--- src/rtl/mlx90640_i2c_responder.sv ---
// mlx90640_i2c_responder: MLX90640-style I2C target (16-bit pointer, 16-bit words) backed by an external RAM.
// Define MLX_RESP_GLITCH_FILTER_EN to add a 3-sample majority filter on SCL/SDA (+2 cycles bus latency).
module mlx90640_i2c_responder #(
    parameter logic [6:0] p_slave_addr = 7'h33,
    parameter int         p_mem_aw     = 16
) (
    input  logic                i_clk,
    input  logic                i_rst,
    input  logic                i_enable,
    input  logic                i_scl,
    input  logic                i_sda,
    output logic                o_sda_oe,
    output logic                o_mem_re,
    output logic                o_mem_we,
    output logic [p_mem_aw-1:0] o_mem_addr,
    output logic [15:0]         o_mem_wdata,
    input  logic [15:0]         i_mem_rdata,
    output logic                o_busy,
    output logic                o_stop
);
    typedef enum logic [3:0] {
        IDLE, ADDR, ADDR_ACK, PTR_HI, PTR_HI_ACK, PTR_LO, PTR_LO_ACK,
        WR_BYTE, WR_ACK, RD_BYTE, RD_MACK
    } state_t;
    state_t      state;
    logic [1:0]  scl_sync, sda_sync;
    logic        scl, sda, scl_d, sda_d;
    logic [2:0]  bit_cnt;
    logic [7:0]  shift, hi_byte;
    logic [15:0] ptr, tx;
    logic        rw, lo_half, re_d;
    always_ff @(posedge i_clk) begin
        if (i_rst) begin
            scl_sync <= 2'b11;
            sda_sync <= 2'b11;
        end else begin
            scl_sync <= {scl_sync[0], i_scl};
            sda_sync <= {sda_sync[0], i_sda};
        end
    end
`ifdef MLX_RESP_GLITCH_FILTER_EN
    logic [1:0] scl_h, sda_h;
    always_ff @(posedge i_clk) begin
        if (i_rst) begin
            scl_h <= 2'b11;
            sda_h <= 2'b11;
            scl   <= 1'b1;
            sda   <= 1'b1;
        end else begin
            scl_h <= {scl_h[0], scl_sync[1]};
            sda_h <= {sda_h[0], sda_sync[1]};
            scl   <= (scl_sync[1] & scl_h[0]) | (scl_sync[1] & scl_h[1]) | (scl_h[0] & scl_h[1]);
            sda   <= (sda_sync[1] & sda_h[0]) | (sda_sync[1] & sda_h[1]) | (sda_h[0] & sda_h[1]);
        end
    end
`else
    assign scl = scl_sync[1];
    assign sda = sda_sync[1];
`endif
    always_ff @(posedge i_clk) begin
        if (i_rst) begin
            scl_d <= 1'b1;
            sda_d <= 1'b1;
        end else begin
            scl_d <= scl;
            sda_d <= sda;
        end
    end
    logic        scl_rise, scl_fall, start, stop, last, in_byte, ack_state;
    logic [7:0]  byte_in;
    logic [15:0] ptr_inc;
    assign scl_rise  = scl & ~scl_d;
    assign scl_fall  = ~scl & scl_d;
    assign start     = scl & scl_d & sda_d & ~sda;
    assign stop      = scl & scl_d & ~sda_d & sda;
    assign last      = &bit_cnt;
    assign byte_in   = {shift[6:0], sda};
    assign ptr_inc   = ptr + 16'd1;
    assign in_byte   = state == ADDR || state == PTR_HI || state == PTR_LO || state == WR_BYTE || state == RD_BYTE;
    assign ack_state = state == ADDR_ACK || state == PTR_HI_ACK || state == PTR_LO_ACK || state == WR_ACK;
    always_ff @(posedge i_clk) begin
        if (i_rst || !i_enable) begin
            state    <= IDLE;
            o_sda_oe <= 1'b0;
            o_mem_re <= 1'b0;
            o_mem_we <= 1'b0;
            o_busy   <= 1'b0;
            o_stop   <= 1'b0;
            re_d     <= 1'b0;
            bit_cnt  <= '0;
            if (i_rst) begin
                o_mem_addr  <= '0;
                o_mem_wdata <= '0;
                ptr         <= '0;
                tx          <= '0;
                shift       <= '0;
                hi_byte     <= '0;
                rw          <= 1'b0;
                lo_half     <= 1'b0;
            end
        end else begin
            o_mem_re <= 1'b0;
            o_mem_we <= 1'b0;
            o_stop   <= 1'b0;
            re_d     <= o_mem_re;
            if (re_d) tx <= i_mem_rdata;
            if (stop) begin
                state    <= IDLE;
                o_sda_oe <= 1'b0;
                o_stop   <= o_busy;
                o_busy   <= 1'b0;
            end else if (start) begin
                state   <= ADDR;
                bit_cnt <= '0;
            end else if (scl_fall) begin
                o_sda_oe <= ack_state || (state == RD_BYTE && !tx[15]);
            end else if (scl_rise) begin
                shift   <= byte_in;
                bit_cnt <= in_byte ? bit_cnt + 3'd1 : 3'd0;
                case (state)
                    ADDR: if (last) begin
                        rw     <= byte_in[0];
                        state  <= byte_in[7:1] == p_slave_addr ? ADDR_ACK : IDLE;
                        o_busy <= byte_in[7:1] == p_slave_addr;
                        if (byte_in[7:1] == p_slave_addr && byte_in[0]) begin
                            o_mem_re   <= 1'b1;
                            o_mem_addr <= ptr[p_mem_aw-1:0];
                        end
                    end
                    ADDR_ACK: begin
                        state   <= rw ? RD_BYTE : PTR_HI;
                        lo_half <= 1'b0;
                    end
                    PTR_HI: if (last) begin
                        hi_byte <= byte_in;
                        state   <= PTR_HI_ACK;
                    end
                    PTR_HI_ACK: state <= PTR_LO;
                    PTR_LO: if (last) begin
                        ptr   <= {hi_byte, byte_in};
                        state <= PTR_LO_ACK;
                    end
                    PTR_LO_ACK: state <= WR_BYTE;
                    WR_BYTE: if (last) begin
                        state   <= WR_ACK;
                        lo_half <= !lo_half;
                        if (!lo_half) hi_byte <= byte_in;
                        else begin
                            o_mem_we    <= 1'b1;
                            o_mem_addr  <= ptr[p_mem_aw-1:0];
                            o_mem_wdata <= {hi_byte, byte_in};
                            ptr         <= ptr_inc;
                        end
                    end
                    WR_ACK: state <= WR_BYTE;
                    RD_BYTE: begin
                        tx <= {tx[14:0], 1'b0};
                        if (last) state <= RD_MACK;
                    end
                    RD_MACK: if (sda) begin
                        state  <= IDLE;
                        o_busy <= 1'b0;
                    end else begin
                        state   <= RD_BYTE;
                        lo_half <= !lo_half;
                        if (lo_half) begin
                            ptr        <= ptr_inc;
                            o_mem_re   <= 1'b1;
                            o_mem_addr <= ptr_inc[p_mem_aw-1:0];
                        end
                    end
                    default: ;
                endcase
            end
        end
    end
endmodule

--- config.mk ---
export PLATFORM = sky130hd
export DESIGN_NAME = mlx90640_i2c_responder
export DESIGN_NICKNAME = d
export VERILOG_FILES = /design/src/rtl/mlx90640_i2c_responder.sv
export SDC_FILE = /design/constraint.sdc
export NUM_CORES = 1
export LEC_CHECK = 0
export BUFFER_PORTS_ARGS = -buffer_cell sky130_fd_sc_hd__buf_4
export CAP_MARGIN = 10
export CORE_AREA = 2 2 82 115
export DETAILED_ROUTE_END_ITERATION = 12
export DIE_AREA = 0 0 84 117
export PLACE_DENSITY = 0.78
export SYNTH_ARGS = -nofsm -noshare
export SYNTH_HDL_FRONTEND = slang
export SYNTH_SLANG_ARGS = --single-unit
--- constraint.sdc ---
create_clock -name i_clk -period 3.32 [get_ports i_clk]
set_clock_uncertainty 0.1 [all_clocks]
set_input_delay 0.664 -clock i_clk [delete_from_list [all_inputs] [get_ports i_clk]]
set_output_delay 0.664 -clock i_clk [all_outputs]
set_load 0.01 [all_outputs]
==> results of run 1 <==
## registers in the layout (all words and copies together), names as in the netlist, 2 cells and up
signal and count:
state 4, hi_byte 8, tx 16, scl_sync 2, bit_cnt 3, sda_sync 2, o_mem_addr 16, shift 7
o_mem_wdata 16, ptr 16
## through the flow
stage               setup slack, ns  hold WS [ns]
CTS                           0.763         0.320
floorplan                     0.670         0.289
global placement              0.907         0.297
detailed placement            0.779         0.304
finish                        0.729         0.311
global route                  0.546         0.329
## layout make-up
cell class / count / area [sq um]
well taps: 107 / 134
inverters: 8 / 30.0
fillers: 714 / 3160
multi-input cells: 307 / 1980
repair buffers: 66 / 495
clock buffers: 10 / 229
clock inverters: 6 / 40.0
flip-flops and latches: 100 / 2810
## worst register-to-register path, cell delays in order (launching register included)
cell	delay (ns)
dfxtp_1	0.74
nand4bb_1	0.57
buf_4	0.35
nor4_1	0.36
xnor2_1	0.17
nor2_1	0.06
## layer usage
| metal | part of all wire, % | routed length [microns] | vias up |
|---|---|---|---|
| li1 | - | - | 1768 |
| met1 | 43 | 4300 | 1721 |
| met2 | 51 | 5050 | 104 |
| met3 | 4.4 | 439 | 17 |
| met4 | 2.0 | 196 | 0 |
| met5 | 0 | 0 | - |
## cell families (layout without fill, tap and decap cells)
kind of cell	count (synthesis)	after routing	share of synthesized area, %
muxes	21	21	4.27
and+or+nand+nor	162	162	18.1
DFF	100	100	56.5
xor gates and xnor gates	22	22	3.87
AOI/OAI and AO/OA	99	99	12.6
buffers and inverters	44	90	3.80
adders and majority gates	3	3	0.754
## worst paths after layout
kind	from	slack, ns	endpoint
worst max-delay path	state[1]$_SDFFE_PP0P_	0.73	o_mem_addr[9]$_SDFFCE_PN0P_
worst min register to register	scl_sync[0]$_SDFF_PP1_	0.31	scl_sync[1]$_SDFF_PP1_
worst max register to register	state[1]$_SDFFE_PP0P_	0.73	o_mem_addr[9]$_SDFFCE_PN0P_
worst min-delay path	scl_sync[0]$_SDFF_PP1_	0.31	scl_sync[1]$_SDFF_PP1_
## power groups by stage
stage / clock network, mW / registers [mW] / logic (mW)
after floorplan: 0 / 1.49 / 0.106
after global placement: 0 / 1.50 / 0.186
after detailed placement: 0 / 1.50 / 0.190
after CTS: 0.980 / 1.47 / 0.191
after global routing: 1.03 / 1.48 / 0.207
final: 0.959 / 1.47 / 0.189
## cell usage in the layout (no fill, tap or decap), drive strengths merged, types with 3 or more instances in the layout
master   n
edfxtp  81
buf     66
nor2    44
a21oi   28
o21ai   24
a211oi  23
nand2   20
mux2i   19
dfxtp   19
and2    17
xnor2   17
nor3    12
nand3   10
nand4   10
clkbuf  10
nor4     9
inv      9
or2      8
or3      7
a31oi    5
xor2     5
nor2b    4
clkinv   4
nand3b   3
nand2b   3
a22o     3
o211a    3
and3     3
ha       3
==> run metrics, run 1 <==
Placed Cells 588; pwr dens 458 mW/mm^2; share of the synthesized area in the top cell type 48.9%; RSZ-0062 raised after global routing false; H-tree depth 3; WS Path Type reg -> reg; count leader, synth edfxtp_1; sequential power share 56.2%; R2R cell count 5; Crit Path Max Fanout 20; Crit path required time between 3 and 4 ns; Slew Viols, Final 0; # resized after CTS 0; Post-CTS Setup Inserts 0; Post-Syn Instances roughly 450; crit-path cells nand4bb_1, buf_4, nor4_1, xnor2_1, nor2_1; Clock Root Buffer clkbuf_16; Post-synth top cells 81 x edfxtp_1, 44 x nor2_1, 28 x a21oi_1; post-DP HPWL roughly 7000 microns; Critical Path Start Type flop; num rows 41; grt met3 use 4.00%; crit path DAT 2.58 ns; Sw Ratio 23.0%; YS warnings 0; HP Class reg -> reg; most common flop cell mapped by yosys edfxtp_1; met2 Track Usage GR 34.6%; status finished clean; max cap viols 0; number of diodes 0; GR Util met1 26.5%; CTS Hold Bufs 0; synthesis-to-layout area growth 14.9%; Clk pwr share 36.6%; delay-heaviest family, CP simple AND/OR/NAND/NOR gates; Yosys reg bits 100; remaining antenna violation count after routing 0; Overall Power 2.62 mW; GP Congestion 0.872; CTS tree yes; Die H 117 microns; initial antenna violation count 0; first-pass GRT wire length 15900 microns; Initial DRT Pass Iterations 4; post-layout minimum cycle time 2.59 ns; slowest CP cell dfxtp_1; Yosys cell types 54; Avg Cell Area, Syn about 11 sq um; combinational power share 7.2%; routed vias/inst 5.98; clk sink count 100; Post-Route WL 9990 microns; core area 0.00887 sq mm; CP endpoint kind flop; Worst path depth 5; Cell Area, Synth 0.00498 sq mm; total CTS buffers 9; placed instance area 0.00545 sq mm; Pleak 2.03 nW; Critical path buffers and inverters 1; leading area contributor after synthesis edfxtp_1; Switch Pwr around 600 uW; Hold Path Depth 1; Die W ~84 microns; Final Util 64.4%; Residual DRC 0; slew margin rel. around two fifths; largest cells by area after synthesis edfxtp_1 49%, dfxtp_1 7.6%, mux2i_1 3.8%, a211oi_1 3.5%, nor2_1 3.3%; Final period util approximately four fifths; io pins 58; via count 3610; die area 0.00983 sq mm; Total GRT Usage 20.7%; register area share after synthesis 56.5%; maximum clock frequency 386 MHz; EDFF count, synth 81; Worst path max stage delay 0.74 ns; worst slew pin tran 0.896 ns; Final Hold Fails 0; largest net degree at the start of global routing 42; gr busiest metal met2; Remaining Overflow, GRT 0; Nets 516; post-synth net total 475; Setup TNS 0 ns; worst-skew pair later-pin latency 0.35 ns; Bufs on Longest Clock Path 2; vias in the first global route approximately 3300; setup violators final 0; initial core utilization 56.1%; Finished Layout Cells 604; Power Internal approximately 2 mW; layout cells sized above 1 18.9%; wire length per cell 16.5 microns; Worst VDD drop 0.479 mV; Synth async-reset ratio 0%; final instance area 0.00572 sq mm; clock slew at reported path FFs 0.07 ns; initial DRC count about 140; number of buffers added on ports between 50 and 60
Power figures use the tool's default switching activity.
==> run 2: changes to the inputs <==
==> constraint.sdc (replaced) <==
create_clock -name i_clk -period 2.5 [get_ports i_clk]
set_clock_uncertainty 0.1 [all_clocks]
set_input_delay 0.5 -clock i_clk [delete_from_list [all_inputs] [get_ports i_clk]]
set_output_delay 0.5 -clock i_clk [all_outputs]
set_load 0.01 [all_outputs]
==> run metrics, run 2 (synthesis gave the netlist of run 1 again) <==
worst-skew pair later-pin latency 0.35 ns; clk sink count 100; Setup TNS 0 ns; Worst path max stage delay ~0.51 ns; slowest CP cell or3_1; Slew Viols, Final 0; clock slew at reported path FFs 0.07 ns; crit path DAT 2.28 ns; Pleak around 2.1 nW; num rows about 40; CP endpoint kind flop; critical path's most frequent cell or3_1; Remaining Overflow, GRT 0; Final period util 87.4%; die area 0.00983 sq mm; maximum clock frequency ~460 MHz; post-DP HPWL 7250 microns; routed vias/inst 5.95; hold_sp i_sda; pwr dens 654 mW/mm^2; Post-Route WL 10500 microns; synthesis-to-layout area growth 18.3%; remaining antenna violation count after routing 0; CTS tree yes; Clock Root Buffer clkbuf_16; CTS Hold Bufs 0; initial antenna violation count 0; Residual DRC 0; GP Congestion ~0.93; FF-to-FF Start state[2]$_SDFFE_PP0P_; Hold Path Depth 2; core area 0.00887 sq mm; RSZ-0062 raised after global routing false; Worst R2R End o_mem_addr[12]$_SDFFCE_PN0P_; io pins 58; post-layout minimum cycle time 2.19 ns; Final Hold Fails 0; max cap viols 0; vias in the first global route approximately 3400; placed instance area 0.00554 sq mm; largest net degree at the start of global routing 41; commonest non-fill, non-tap cell in the layout edfxtp_1; number of buffers added on ports between 50 and 60; Die H 117 microns; HP Class in -> reg; worst slew pin tran 0.525 ns; first-pass GRT wire length ~17000 microns; Critical Path Start Type flop; Worst VDD drop 0.642 mV; Seq. cell area 0.00281 sq mm; Die W 84 microns; Post-CTS Setup Inserts 0; layout cells sized above 1 20.6%; initial DRC count between 100 and 150; Total GRT Usage a little over a fifth; total CTS buffers 9; fill count 695; Bufs on Longest Clock Path 2; area taken by multi-input logic gates just under 0.002 sq mm; via count 3633; H-tree depth 3; wire length per cell about 17 microns; R2R cell count 4; # resized after CTS 0; commonest non-fill, non-tap cells in the layout 81 x edfxtp_1, 70 x buf_4, 44 x nor2_1; initial core utilization 56.1%; status finished clean; number of diodes 0; final instance area 0.00589 sq mm; Crit path required time 2.60 ns; Initial DRT Pass Iterations 4; setup violators final 0; Crit Path Max Fanout 12; WS Path Type reg -> reg; slew margin rel. 64.1%; WHS Endpoint sda_sync[0]$_SDFF_PP1_; Nets 523; crit-path cells nand4bb_1, or3_1, or3_1, a21oi_1; reg-to-reg slack, setup 0.31 ns
-- run 2: changes by cell type in the layout (fill, tap and decap cells not counted), sizes merged --
cell	delta
bufinv	+3
inv	+2
clkinv	-4
buf	+7
clkinvlp	-1
-- run 2: final cells by class --
type	count	share of cell area, %
Clock buffer	10	3.89
Clock inverter	6	2.02
Inverter	8	0.510
Multi-Input combinational cell	307	33.6
Sequential cell	100	47.8
Tap cell	107	2.27
Timing Repair Buffer	73	9.94
-- run 2: critical path, delay by kind of cell, from the launching register on --
kind / cells / cell delay, ns
simple gates: 3 / 1.33
flops: 1 / 0.43
compound gates: 1 / 0.16
-- run 2: per-layer routing --
layer	track usage [%]	vias up	part of all wire, %
li1	-	1787	-
met3	3.30	24	3.4
met1	26.9	1743	43
met5	0	-	0
met4	11.6	0	3.0
met2	37.8	79	51
-- run 2: worst max-delay path by stage --
stage                            startpoint                       endpoint  slack (ns)  depth (start not counted)
detailed placement  bit_cnt[0]$_SDFFE_PN0P_   o_mem_wdata[3]$_SDFFCE_PN0P_        0.37                          7
global route        bit_cnt[0]$_SDFFE_PN0P_  o_mem_wdata[12]$_SDFFCE_PN0P_        0.12                          7
floorplan                             i_rst    o_mem_addr[0]$_SDFFCE_PN0P_        0.01                          5
CTS                 bit_cnt[0]$_SDFFE_PN0P_  o_mem_wdata[12]$_SDFFCE_PN0P_        0.35                          7
global placement    bit_cnt[0]$_SDFFE_PN0P_   o_mem_wdata[2]$_SDFFCE_PN0P_        0.42                          7
finish                state[2]$_SDFFE_PP0P_   o_mem_addr[12]$_SDFFCE_PN0P_        0.31                          4
-- run 2: through the flow --
step                      power [mW]  setup WS [ns]  util (%)  hold slack [ns]  cells
after floorplan                 2.12         0.0140         -            0.289    451
after global placement          2.25          0.416      62.4            0.295    595
after detailed placement        2.26          0.370      62.4            0.293    595
after CTS                       3.86          0.351      66.4            0.228    611
after global routing            3.95          0.115      66.4            0.229    611
final                           3.85          0.315      66.4            0.231    611
-- run 2: power breakdown --
| part | switching (mW) | internal [mW] | leakage, nW |
|---|---|---|---|
| Combinational | 0.141 | 0.124 | 0.966 |
| Clock | 0.636 | 0.993 | 0.170 |
| Sequential | 0.0656 | 1.89 | 0.984 |
